===== config.mk =====
export PLATFORM = sky130hd
export DESIGN_NAME = rle_prefetch_fifo
export DESIGN_NICKNAME = d
export VERILOG_FILES = /design/src/rtl/rle_prefetch_fifo.sv
export SDC_FILE = /design/constraint.sdc
export NUM_CORES = 1
export LEC_CHECK = 0
export CORE_ASPECT_RATIO = 1.1
export CORE_MARGIN = 4
export CORE_UTILIZATION = 52
export DETAILED_ROUTE_END_ITERATION = 10
export PLACE_DENSITY = 0.83
export SKIP_LAST_GASP = 1
export SLEW_MARGIN = 20
export SYNTH_ARGS = -nofsm -noshare
export SYNTH_HDL_FRONTEND = slang
export SYNTH_SLANG_ARGS = --single-unit

===== constraint.sdc =====
create_clock -name clk -period 2.6 [get_ports clk]
set_input_delay 0.52 -clock clk [delete_from_list [all_inputs] [get_ports clk]]
set_output_delay 0.52 -clock clk [all_outputs]
set_load 0.05 [all_outputs]

===== src/rtl/rle_prefetch_fifo.sv =====
// rle_prefetch_fifo: keeps a small FIFO of flash words topped up for the RLE
// decoder. A fetch FSM issues start/continue read pulses to the SPI flash
// controller one word at a time. The decoder reads the FIFO head from a
// registered output. A decoder stop flushes the buffer and restarts the
// flash stream from address 0.
module rle_prefetch_fifo #(
  parameter int DEPTH      = 4,
  parameter int DATA_WIDTH = 16
) (
  input  logic                    clk,
  input  logic                    rst,
  input  logic                    enable,
  output logic                    spi_start_read,
  output logic                    spi_continue_read,
  output logic                    spi_stop_read,
  input  logic                    spi_busy,
  input  logic [DATA_WIDTH-1:0]   spi_data,
  input  logic                    dec_read_next,
  input  logic                    dec_stop,
  output logic                    dec_data_ready,
  output logic [DATA_WIDTH-1:0]   dec_data,
  output logic [$clog2(DEPTH):0]  level
);

  localparam int PTR_W = $clog2(DEPTH);
  localparam int CNT_W = PTR_W + 1;
  localparam logic [CNT_W-1:0] DEPTH_C = CNT_W'(DEPTH);
  localparam logic [CNT_W-1:0] CNT_ONE = CNT_W'(1);
  localparam logic [PTR_W-1:0] PTR_ONE = PTR_W'(1);

  // S_REQ is the cycle the request pulse is on the wire. spi_busy is not
  // trusted until the controller has had that cycle to raise it, so WAIT
  // starts one cycle after the pulse.
  typedef enum logic [1:0] {
    S_IDLE,
    S_REQ,
    S_WAIT,
    S_STOP
  } state_e;

  state_e                 state_q, state_d;
  logic                   streaming_q, streaming_d;
  logic                   stop_pend_q, stop_pend_d;
  logic                   start_q, start_d;
  logic                   cont_q, cont_d;
  logic                   stop_q, stop_d;
  logic [PTR_W-1:0]       rd_ptr_q, rd_ptr_d;
  logic [PTR_W-1:0]       wr_ptr_q, wr_ptr_d;
  logic [CNT_W-1:0]       count_q, count_d;
  logic                   ready_q, ready_d;
  logic [DATA_WIDTH-1:0]  data_q, data_d;
  logic                   push;
  logic                   pop;

  logic [DATA_WIDTH-1:0]  mem [DEPTH];

  // Next-state logic: fetch FSM, FIFO pointers/count and the next head word.
  always_comb begin
    // NOTE: every _d starts from its _q (pulses from 0) before any branch, so no path can infer a latch.
    state_d     = state_q;
    streaming_d = streaming_q;
    stop_pend_d = stop_pend_q;
    start_d     = 1'b0;
    cont_d      = 1'b0;
    stop_d      = 1'b0;
    rd_ptr_d    = rd_ptr_q;
    wr_ptr_d    = wr_ptr_q;
    count_d     = count_q;
    push        = 1'b0;
    pop         = 1'b0;

    if (dec_stop) begin
      // Flush wins over any pop or capture on this edge; the word still
      // in flight is dropped because WAIT is abandoned.
      state_d     = S_STOP;
      streaming_d = 1'b0;
      rd_ptr_d    = '0;
      wr_ptr_d    = '0;
      count_d     = '0;
      if (stop_q) begin
        // Stop already on the wire; just extend STOP.
        stop_pend_d = 1'b0;
      end else if (start_q || cont_q) begin
        // A request pulse is high right now; pulsing stop next cycle would
        // put two pulses back to back, so defer it by one cycle.
        stop_pend_d = 1'b1;
      end else begin
        stop_d      = 1'b1;
        stop_pend_d = 1'b0;
      end
    end else begin
      pop = dec_read_next && (count_q != '0);

      case (state_q)
        S_IDLE: begin
          if (enable && (count_q < DEPTH_C)) begin
            start_d     = !streaming_q;
            cont_d      = streaming_q;
            streaming_d = 1'b1;
            state_d     = S_REQ;
          end
        end
        S_REQ: begin
          state_d = S_WAIT;
        end
        S_WAIT: begin
          if (!spi_busy) begin
            push    = 1'b1;
            state_d = S_IDLE;
          end
        end
        S_STOP: begin
          if (stop_pend_q) begin
            stop_d      = 1'b1;
            stop_pend_d = 1'b0;
          end else begin
            state_d = S_IDLE;
          end
        end
        default: state_d = S_IDLE;
      endcase

      if (pop)  rd_ptr_d = rd_ptr_q + PTR_ONE;
      if (push) wr_ptr_d = wr_ptr_q + PTR_ONE;
      case ({push, pop})
        2'b10:   count_d = count_q + CNT_ONE;
        2'b01:   count_d = count_q - CNT_ONE;
        default: count_d = count_q;
      endcase
    end

    // Head word as seen after this edge. If every stored word is consumed
    // (or none was stored) the new head is the word being captured.
    ready_d = (count_d != '0);
    if (count_d == '0) begin
      data_d = '0;
    end else if ((count_q == '0) || (pop && (count_q == CNT_ONE))) begin
      data_d = spi_data;
    end else begin
      data_d = mem[rd_ptr_d];
    end
  end

  // State, pointer and registered-output flops with synchronous reset.
  always_ff @(posedge clk) begin
    // NOTE: sequential state uses <= so every flop samples the same pre-edge values.
    if (rst) begin
      state_q     <= S_IDLE;
      streaming_q <= 1'b0;
      stop_pend_q <= 1'b0;
      start_q     <= 1'b0;
      cont_q      <= 1'b0;
      stop_q      <= 1'b0;
      rd_ptr_q    <= '0;
      wr_ptr_q    <= '0;
      count_q     <= '0;
      ready_q     <= 1'b0;
      data_q      <= '0;
    end else begin
      state_q     <= state_d;
      streaming_q <= streaming_d;
      stop_pend_q <= stop_pend_d;
      start_q     <= start_d;
      cont_q      <= cont_d;
      stop_q      <= stop_d;
      rd_ptr_q    <= rd_ptr_d;
      wr_ptr_q    <= wr_ptr_d;
      count_q     <= count_d;
      ready_q     <= ready_d;
      data_q      <= data_d;
    end
  end

  // Word storage, written at the tail on each capture.
  always_ff @(posedge clk) begin
    // NOTE: the storage array is left out of reset; a slot is only read after it has been written, and dec_data is held at 0 while empty.
    if (push) mem[wr_ptr_q] <= spi_data;
  end

  assign spi_start_read    = start_q;
  assign spi_continue_read = cont_q;
  assign spi_stop_read     = stop_q;
  assign dec_data_ready    = ready_q;
  assign dec_data          = data_q;
  assign level             = count_q;

endmodule

==> metrics.md <==
| Metric | Value |
|---|---|
| Outcome | finished clean |
| Initial DRC Count | 357 |
| Tot Pwr | 2.917 mW |
| Vias/cell | 6.542 |
| R2R Setup Slk | 0.14 ns |
| Count of final hold-check violations | 0 |
| Clock Skews | 0.01287 ns |
| Vias | 4,187 |
| Worst EP required | 2.86 ns |
| Setup CP Type | register to register |
| WL/cell | 20.07 um |
| Fin area | 5708 um^2 |
| First-pass GRT wire length | 20,930 um |
| Reg2Reg Depth | 11 |
| Pleak | between 1.5 and 2 nW |
| Final Instance Count excl. Fillers | 640 |
| Placement Cell Area | 5510 um^2 |
| Largest stage delay on the critical path | between 0.3 and 0.4 ns |
| Synth area leaders | edfxtp_1 (39%), dfxtp_1 (13%), nor4_1 (6.8%) |
| Worst VDD drop | approximately 0.00040 V |
| Count of different cell masters after synthesis | 44 |
| R2r endpoint | dec_data[10] |
| Grt ovf | 0 |
| Antenna viol nets, final | 0 |
| Worst hold path type | register to register |
| Worst setup margin | ~0.14 ns |
| Crit path time final | ~2.5 ns |
| Sink Count | 95 |
| Num CTS Buffers | 9 |
| Relative slew slack | 55.66% |
| Yosys reg bits | 95 |
| Cell Pwr Density | ~500 nW/um^2 |
| Detailed-route wire length | 12,850 um |
| Largest net degree at the start of global routing | 51 |
| Area growth, synth to finish | 15.38% |
| Total core area | 9305 um^2 |
| Initial Utilization | 53.17% |
| Drt drc | 0 |
| Startpoint Class | register |
| Clk pin slew, worst setup/hold paths | about 0.09 ns |
| Arrival @ worst endpoint | ~2.7 ns |
| Tot GR Track Use | 23.98% |
| Avg Synthesized Cell Area | 10.35 um^2 |
| DIE WIDTH | 101 um |
| H-tree depth | 3 |
| Final core occ | 61.34% |
| CP endpoint kind | register |
| Cells after Synth | approximately 480 |
| CTS Hold Bufs | 0 |
| Hold path depth | 1 |
| # Max-Cap Violations | 0 |
| Worst-path cell chain | inv_1 -> ha_2 -> nor2b_4 -> nor2_1 -> ha_1 -> nor3b_1 -> o21ai_1 -> o211ai_1 -> a21oi_2 -> buf_12 -> nor4_1 |
| Top Ports | 45 |
| Nets | 550 |
| Crit Reg-Reg Startpoint | level[1] |
| Antenna violations before repair | 0 |
| Critical path peak fanout | 17 |
| CTS tree | built |
| Vias in the first global route | 4,230 |
| DP Wirelength | slightly above 8000 um |
| GPL Wtd Cong | 0.8608 |
| Fillers | between 700 and 800 |
| Final period utilization | 94.60% |
| CP max stage cell | dfxtp_4 |
| Yosys warnings | 0 |
| Sequential-to-total area share from yosys stat | between 50% and 60% |
| Share of layout cells above drive strength 1 | 16.25% |
| Max Transition Viols Final | 0 |
| Setup WS pre-CTS | -0.02418 ns |
| Height of the die | 110.3 um |
| Skew-Pair Late Insertion Delay | 0.36 ns |
| TritonRoute pass-1 iters | 5 |
| Fmax | 0.4066 GHz |
| Mapped Nets | between 500 and 600 |
| Leading cell type in the layout, fill and taps excluded | edfxtp_1 |
| N_diodes | 0 |
| WHS | ~0.44 ns |
| Most frequent cells in the layout | edfxtp_1 (64), nor4_1 (54), clkdlybuf4s50_1 (43) |
| Die ar. | approximately 11,000 um^2 |
| Placed cells | about 620 |
| Port bufs | 44 |
| Final setup violation count | 0 |
| Worst Max-Slew Pin Slew | 0.6559 ns |
| Root buffer cell | clkbuf_8 |
| Site Rows | 37 |
| Synth top area share | 38.85% |
| Hold Crit Endpoint | spi_start_read |
| Clock buffer depth | 2 |
| Fin Setup TNS | 0 ns |
| Synthesized area | 4947 um^2 |
| Hold_sp | streaming_q |
| Yosys top cell by area | edfxtp_1 |
==> final cells by class <==
cell class                      count  area [um^2]  share of cell area (%)
Clock inverter                      7        71.32                   1.249
Timing Repair Buffer               77        708.2                   12.41
Multi-Input combinational cell    327         2078                   36.41
Inverter                            8        30.03                  0.5261
Tap cell                          117        146.4                   2.565
Sequential cell                    95         2550                   44.67
Clock buffer                        9        123.9                   2.170
==> registers in the layout, indices dropped and copies added, names as in the netlist <==
register / cells
dec_data: 16
state_q: 2
streaming_q: 1
spi_continue_read: 1
spi_stop_read: 1
rd_ptr_q: 2
stop_pend_q: 1
wr_ptr_q: 2
level: 3
spi_start_read: 1
mem: 64
dec_data_ready: 1
==> kinds of logic after synthesis <==
| family | count (synthesis) | share of synthesized area (%) |
|---|---|---|
| and+or+nand+nor | 184 | 22.71 |
| AOI/OAI and AO/OA | 130 | 16.19 |
| DFF | 95 | 51.39 |
| buffers and inverters | 56 | 6.651 |
| adders and majority gates | 10 | 2.529 |
| xor gates and xnor gates | 3 | 0.5312 |
==> critical path, delay by kind of cell (launching register included) <==
family,cells,cell delay [ns]
simple gates,4,0.76
fa+ha+maj,2,0.61
flops,1,0.35
compound gates,3,0.32
buf+inv,2,0.31
==> how the worst max path moves through the flow <==
| stage | from | endpoint | slack [ns] | depth (start not counted) |
|---|---|---|---|---|
| 2_1_floorplan | level[0] | dec_data[0] | 0.03 | 13 |
| 3_3_place_gp | spi_busy | dec_data[14] | 0.09 | 11 |
| 3_5_place_dp | spi_busy | dec_data[9] | -0.02 | 11 |
| 4_1_cts | level[0] | dec_data[10] | 0.13 | 11 |
| 5_1_grt | level[1] | dec_data[9] | -0.02 | 11 |
| 6_report | level[1] | dec_data[10] | 0.14 | 11 |
==> synthesized netlist by cell type <==
cell type and instances:
a31oi_1 15, a21o_1 1, a21oi_1 37, o211ai_1 1, xnor2_1 2, nand2_1 8
and3_1 1, and2_1 6, nor2b_1 19, o21ai_1 3, o21ai_0 17, nor3b_1 3
nor3_1 16, or2b_1 1, a41oi_1 1, ha_1 10, o22ai_1 16, nand2b_1 5
buf_2 17, xor2_1 1, nor2_1 36, o21bai_1 1, buf_4 6, edfxtp_1 64
nor4b_1 1, a311oi_1 1, nand4b_1 1, nor4_1 54, or2_2 16, nand3b_1 2
nand2b_4 1, inv_2 1, inv_1 7, dfxtp_1 31, or2_1 1, o21ai_2 1
nand3_1 1, a21oi_2 2, buf_6 10, nand3b_4 1, nor4_2 10, nor2b_4 1
clkbuf_1 15, a211oi_1 34
==> what timing repair did <==
item / 4_1_cts / 5_1_grt
endpoints found under the setup margin: 0 / 4
resized for setup: 0 / 1
buffers inserted: 0 / 0
==> metal layers <==
layer / track usage [%] / up-vias / share of wire (%)
met5: 0 / - / 0
met4: 7.692 / 0 / 2.0
met3: 4.342 / 35 / 9.4
met2: 42.00 / 260 / 50
met1: 30.11 / 1985 / 38
li1: - / 1907 / -
==> where the power goes <==
part	switching (mW)	total [mW]	internal [mW]
registers	0.0123	1.64	1.63
clock network	0.526	0.971	0.445
logic	0.194	0.308	0.114
total	0.733	2.92	2.18
(Power assumes the default switching activity.)
